`config.mk`:
```
export PLATFORM = sky130hd
export DESIGN_NAME = sram_param
export DESIGN_NICKNAME = d
export VERILOG_FILES = /design/src/rtl/sram_param.sv
export SDC_FILE = /design/constraint.sdc
export NUM_CORES = 2
export LEC_CHECK = 0
export CAP_MARGIN = 0
export CORE_UTILIZATION = 65
export DETAILED_ROUTE_END_ITERATION = 8
export PLACE_DENSITY_LB_ADDON = 0.08
export SLEW_MARGIN = 20
export SYNTH_ARGS = -nofsm -noshare
export SYNTH_HDL_FRONTEND = slang
export SYNTH_SLANG_ARGS = --single-unit
```
`constraint.sdc`:
```
create_clock -name Clk -period 15.65 [get_ports Clk]
set_clock_uncertainty 0.2 [all_clocks]
set_input_delay 4.695 -clock Clk [delete_from_list [all_inputs] [get_ports Clk]]
set_output_delay 4.695 -clock Clk [all_outputs]
set_load 0.02 [all_outputs]
```
`src/rtl/sram_param.sv`:
```
// sram_param: parametrised single-port synchronous SRAM with per-byte write
// enables, a registered read with a valid strobe, range/conflict error
// flagging and an optional post-reset clear sequencer.
module sram_param #(
    parameter int              DATA_W         = 8,
    parameter int              ADDR_W         = 8,
    parameter int              DEPTH          = 256,
    parameter int              CLEAR_ON_RESET = 1,
    parameter logic [DATA_W-1:0] CLEAR_VAL    = {DATA_W{1'b0}}
) (
    input  logic                Clk,
    input  logic                Rst,
    input  logic                CS,
    input  logic                WE,
    input  logic                RD,
    input  logic [DATA_W/8-1:0] BE,
    input  logic [ADDR_W-1:0]   Addr,
    input  logic [DATA_W-1:0]   dataIn,
    output logic [DATA_W-1:0]   dataOut,
    output logic                dataValid,
    output logic                Busy,
    output logic                Err
);

    localparam int NBYTES = DATA_W / 8;

    // Counter and range compare are one bit wider than the address so that
    // DEPTH = 2**ADDR_W is representable and the clear count never wraps.
    localparam logic [ADDR_W:0] DEPTH_W  = (ADDR_W + 1)'(DEPTH);
    localparam logic [ADDR_W:0] LAST_W   = (ADDR_W + 1)'(DEPTH - 1);
    localparam logic            BUSY_RST = (CLEAR_ON_RESET != 0) ? 1'b1 : 1'b0;

    typedef enum logic [0:0] {
        ST_CLEAR = 1'b0,
        ST_READY = 1'b1
    } state_t;

    localparam state_t STATE_RST = (CLEAR_ON_RESET != 0) ? ST_CLEAR : ST_READY;

    logic [DATA_W-1:0] mem_r [DEPTH];

    state_t              state_r;
    state_t              state_next_s;
    logic [ADDR_W:0]     clr_cnt_r;
    logic [ADDR_W:0]     clr_cnt_next_s;
    logic                busy_r;
    logic [DATA_W-1:0]   dout_r;
    logic                valid_r;
    logic                err_r;

    logic                acc_s;
    logic                in_range_s;
    logic                wr_ok_s;
    logic                rd_ok_s;
    logic                rd_oor_s;
    logic                err_s;
    logic                clr_we_s;

    logic                mem_we_s;
    logic [ADDR_W-1:0]   mem_addr_s;
    logic [DATA_W-1:0]   mem_data_s;
    logic [NBYTES-1:0]   mem_be_s;

    // State register and clear counter; reset restarts the clear from word 0.
    always_ff @(posedge Clk or posedge Rst) begin
        if (Rst) begin
            state_r   <= STATE_RST;
            clr_cnt_r <= {(ADDR_W + 1){1'b0}};
            busy_r    <= BUSY_RST;
        end else begin
            state_r   <= state_next_s;
            clr_cnt_r <= clr_cnt_next_s;
            busy_r    <= (state_next_s == ST_CLEAR);
        end
    end

    // Next-state logic: step through every word once, then stay READY.
    always_comb begin
        state_next_s   = state_r;
        clr_cnt_next_s = clr_cnt_r;
        case (state_r)
            ST_CLEAR: begin
                if (clr_cnt_r == LAST_W) begin
                    state_next_s   = ST_READY;
                    clr_cnt_next_s = {(ADDR_W + 1){1'b0}};
                end else begin
                    state_next_s   = ST_CLEAR;
                    clr_cnt_next_s = clr_cnt_r + {{ADDR_W{1'b0}}, 1'b1};
                end
            end
            ST_READY: begin
                state_next_s   = ST_READY;
                clr_cnt_next_s = {(ADDR_W + 1){1'b0}};
            end
            default: begin
                state_next_s   = ST_READY;
                clr_cnt_next_s = {(ADDR_W + 1){1'b0}};
            end
        endcase
    end

    // Access decode: only a selected access in READY does anything.
    always_comb begin
        acc_s      = (state_r == ST_READY) && CS;
        in_range_s = ({1'b0, Addr} < DEPTH_W);
        wr_ok_s    = acc_s && WE && !RD && in_range_s;
        rd_ok_s    = acc_s && RD && !WE && in_range_s;
        rd_oor_s   = acc_s && RD && !WE && !in_range_s;
        err_s      = acc_s && ((WE && RD) || ((WE ^ RD) && !in_range_s));
        clr_we_s   = (state_r == ST_CLEAR) && !Rst;
    end

    // Memory write port mux: the clear sequencer owns the port while running.
    always_comb begin
        mem_we_s   = 1'b0;
        mem_addr_s = Addr;
        mem_data_s = dataIn;
        mem_be_s   = BE;
        if (clr_we_s) begin
            mem_we_s   = 1'b1;
            mem_addr_s = clr_cnt_r[ADDR_W-1:0];
            mem_data_s = CLEAR_VAL;
            mem_be_s   = {NBYTES{1'b1}};
        end else if (wr_ok_s) begin
            mem_we_s   = 1'b1;
        end else begin
            mem_we_s   = 1'b0;
        end
    end

    // Storage array: byte-granular write, contents are not reset.
    always_ff @(posedge Clk) begin
        if (mem_we_s) begin
            for (int i = 0; i < NBYTES; i++) begin
                if (mem_be_s[i]) begin
                    mem_r[mem_addr_s][8*i +: 8] <= mem_data_s[8*i +: 8];
                end
            end
        end
    end

    // Registered read data and single-cycle status strobes.
    always_ff @(posedge Clk or posedge Rst) begin
        if (Rst) begin
            dout_r  <= {DATA_W{1'b0}};
            valid_r <= 1'b0;
            err_r   <= 1'b0;
        end else begin
            if (rd_ok_s) begin
                dout_r <= mem_r[Addr];
            end else if (rd_oor_s) begin
                dout_r <= {DATA_W{1'b0}};
            end
            valid_r <= rd_ok_s;
            err_r   <= err_s;
        end
    end

    assign dataOut   = dout_r;
    assign dataValid = valid_r;
    assign Err       = err_r;
    assign Busy      = busy_r;

endmodule

```
==> results.json <==
{
  "peakVddDrop_mv": 0.134,
  "synth_edf_count": 2048,
  "critical_path_class": "primary input to register",
  "die_y_um": 353,
  "cts_made_buffers": 194,
  "hold_viol": 0,
  "cts_root_buffer": "clkbuf_16",
  "pwr-share-seq_pct": 54.4,
  "leakagePower_uw": 0.0274,
  "wirelength_met1_mm": 73.5,
  "internal_power_uw": 8850,
  "wl_mm": 205,
  "final_max_slew_viol_count": 0,
  "p_sw_uw": 2360,
  "initial_core_util_pct": 65.7,
  "insertion_delay_ns": 0.82,
  "viasPerCell": 7.09,
  "outcome": "completed",
  "place_inst": 5300,
  "gp_congestion": 0.921,
  "powerDensity_nw_per_um2": 127,
  "cp_max_fo": 37,
  "synth_warnings": 0,
  "ys_top_cells_by_count": "edfxtp_1 (2048), mux4_2 (497), nor2_1 (306), nand2_1 (147), clkbuf_1 (107)",
  "synthFlopType": "edfxtp_1",
  "worstPathRequired_ns": 16.14,
  "synth.top_cells.by_area": "edfxtp_1 (77%), mux4_2 (14%), nor2_1 (1.4%), a22oi_1 (0.97%), mux2i_1 (0.86%)",
  "die_w_um": 353,
  "synth_top_area_share_pct": 76.6,
  "slew_headroom_pct": 19.3,
  "top_layer": "met5",
  "post-route-drc-count": 0,
  "syn_inst": 3814,
  "cts_sinks": 2069,
  "ys_ff_latch": 2069,
  "met2WireLength_mm": 95.0,
  "setup_tns_ns": 0,
  "rows": 128,
  "ctsResizeCount": 0,
  "hold_buffers": 0,
  "ioPinCount": 33,
  "endpoint_kind": "register",
  "nets": 3895,
  "critPathArrivalTime_ns": 9.20,
  "fillers": 6917,
  "async_reset_ff_share_pct": 1.01,
  "cts.htree.levels": 4,
  "clock.fmax_mhz": 115,
  "overflow": 0,
  "coreArea_um2": 122000,
  "via_count": 40200,
  "pwr-share-comb_pct": 4.7,
  "routedWlPerCell_um": 36.1,
  "max-cap-violations": 0,
  "drtPass1Iterations": 6,
  "power_frac_clock_pct": 41.0,
  "start_kind": "primary input",
  "setup_viol": 0,
  "grt_pass1_wl_mm": 291,
  "ant_nets": 0,
  "syn_area_um2": 80200,
  "wl_met3_mm": 26.9,
  "yosysSeqAreaShare_pct": 77.3,
  "synth.most_common_cell": "edfxtp_1",
  "port_buffers": 32,
  "ys_types": 53,
  "grt_usage_pct": 33.5,
  "cts_buffer_depth": 3,
  "postCtsSetupRepairBufs": 0,
  "antenna_found_initial": 6,
  "rsz0062_at_grt": "no",
  "drive_gt1_share_pct": 22.1,
  "die_area_um2": 125000,
  "cts.reportedPaths.clkPinSlew_ns": 0.06,
  "switching_share_pct": 21.0,
  "areaGrowthSynthToFinish_pct": 10.0,
  "first_iter_violations": 5959,
  "grt_pass1_vias": 40200,
  "dpl.hpwl_mm": 125,
  "tightest_slew_ns": 1.21,
  "avgSynthCellArea_um2": 21.0,
  "finalCritPeriodShare_pct": 55.7,
  "min_period_ns": 8.71,
  "synth_largest_area_cell": "edfxtp_1",
  "final_cells": 5663,
  "syn-num-nets": 3837,
  "grt_max_degree": 173,
  "cts_tree": "done",
  "hold_class": "register to register"
}
==> cell families (layout without fill, tap and decap cells) <==
group | count (synthesis) | after routing | synth area share, %
other cells | 0 | 3 | 0
xor+xnor | 6 | 6 | 0.0655
flops | 2069 | 2069 | 77.3
mux | 609 | 609 | 15.4
compound gates | 285 | 285 | 2.55
simple gates | 611 | 611 | 3.26
buf+inv | 233 | 454 | 1.40
fa+ha+maj | 1 | 1 | 0.0156
==> metal layers <==
metal	global-route usage, %	vias up
met1	46.9	21000
met2	50.5	2780
met5	0	-
li1	-	16000
met4	13.2	4
met3	10.1	438
==> registers in the layout, summed over array words and instances, names as in the netlist <==
signal and flops:
state_r 1, mem_r 2048, clr_cnt_r 9, dataOut 8, Err 1, Busy 1, dataValid 1
==> area by class of cell <==
type                            instances  area, um^2  area share (%)
Sequential cell                      2069       62000            70.3
Tap cell                             1625        2030            2.30
Inverter                                9        36.3          0.0411
Multi-Input combinational cell       1512       17200            19.5
Clock buffer                          239        5100            5.77
Clock inverter                        120        1070            1.21
Antenna cell                            3        7.51         0.00850
Timing Repair Buffer                   86         808           0.916
==> worst max-delay path, cell delays in order <==
cell	delay, ns
buf_2	0.28
buf_4	0.33
inv_4	0.34
buf_4	0.71
buf_4	0.73
mux2i_1	0.47
o21ai_0	0.15
a21oi_1	0.83
nand3_1	0.20
a221o_1	0.34
==> through the flow <==
stage	instance area (um^2)	util [%]	power, uW	hold slack, ns	setup WS [ns]
after floorplan	80200	-	6550	0.287	6.02
after global placement	82100	67.2	6710	0.302	6.26
after detailed placement	82100	67.2	6730	0.332	6.18
after CTS	88200	72.2	11200	0.349	7.00
after global routing	88300	72.2	11400	0.393	6.72
final	88300	72.2	11200	0.354	6.94
==> power by group through the flow <==
stage | Clock, uW | Sequential [uW] | Combinational, uW
global route | 4820 | 6090 | 538
CTS | 4610 | 6100 | 513
floorplan | 0 | 6230 | 316
finish | 4590 | 6100 | 521
detailed placement | 0 | 6210 | 512
global placement | 0 | 6210 | 500
==> cells in the final DEF (no fill, tap or decap), types with 20 or more instances in the layout <==
| cell | count |
|---|---|
| edfxtp_1 | 2048 |
| mux4_2 | 497 |
| nor2_1 | 304 |
| clkbuf_16 | 197 |
| nand2_1 | 147 |
| a22oi_1 | 104 |
| mux2i_1 | 69 |
| nand3_1 | 63 |
| clkinv_1 | 55 |
| buf_4 | 48 |
| mux2_2 | 43 |
| a21oi_1 | 41 |
| clkbuf_1 | 41 |
| clkinv_2 | 31 |
| clkdlybuf4s50_1 | 28 |
| o221ai_1 | 21 |
| dfrtp_1 | 20 |
| o21ai_0 | 20 |
==> final timing paths <==
| check | start | endpoint | slack (ns) | cells past startpoint |
|---|---|---|---|---|
| hold reg to reg | clr_cnt_r[8]$_DFF_PP0_ | clr_cnt_r[8]$_DFF_PP0_ | 0.35 | 1 |
| setup reg to reg | state_r$_DFF_PP0_ | mem_r[224][3]$_DFFE_PP_ | 10.95 | 5 |
| hold / removal | clr_cnt_r[8]$_DFF_PP0_ | clr_cnt_r[8]$_DFF_PP0_ | 0.35 | 1 |
| min in group asynchronous | Rst | clr_cnt_r[2]$_DFF_PP0_ | 4.24 | 2 |
| setup / recovery | Addr[2] | dataOut[1]$_DFFE_PP0P_ | 6.94 | 10 |
| max in group asynchronous | Rst | dataOut[3]$_DFFE_PP0P_ | 10.51 | 2 |
Note: power is estimated with default switching activity, not from simulation.
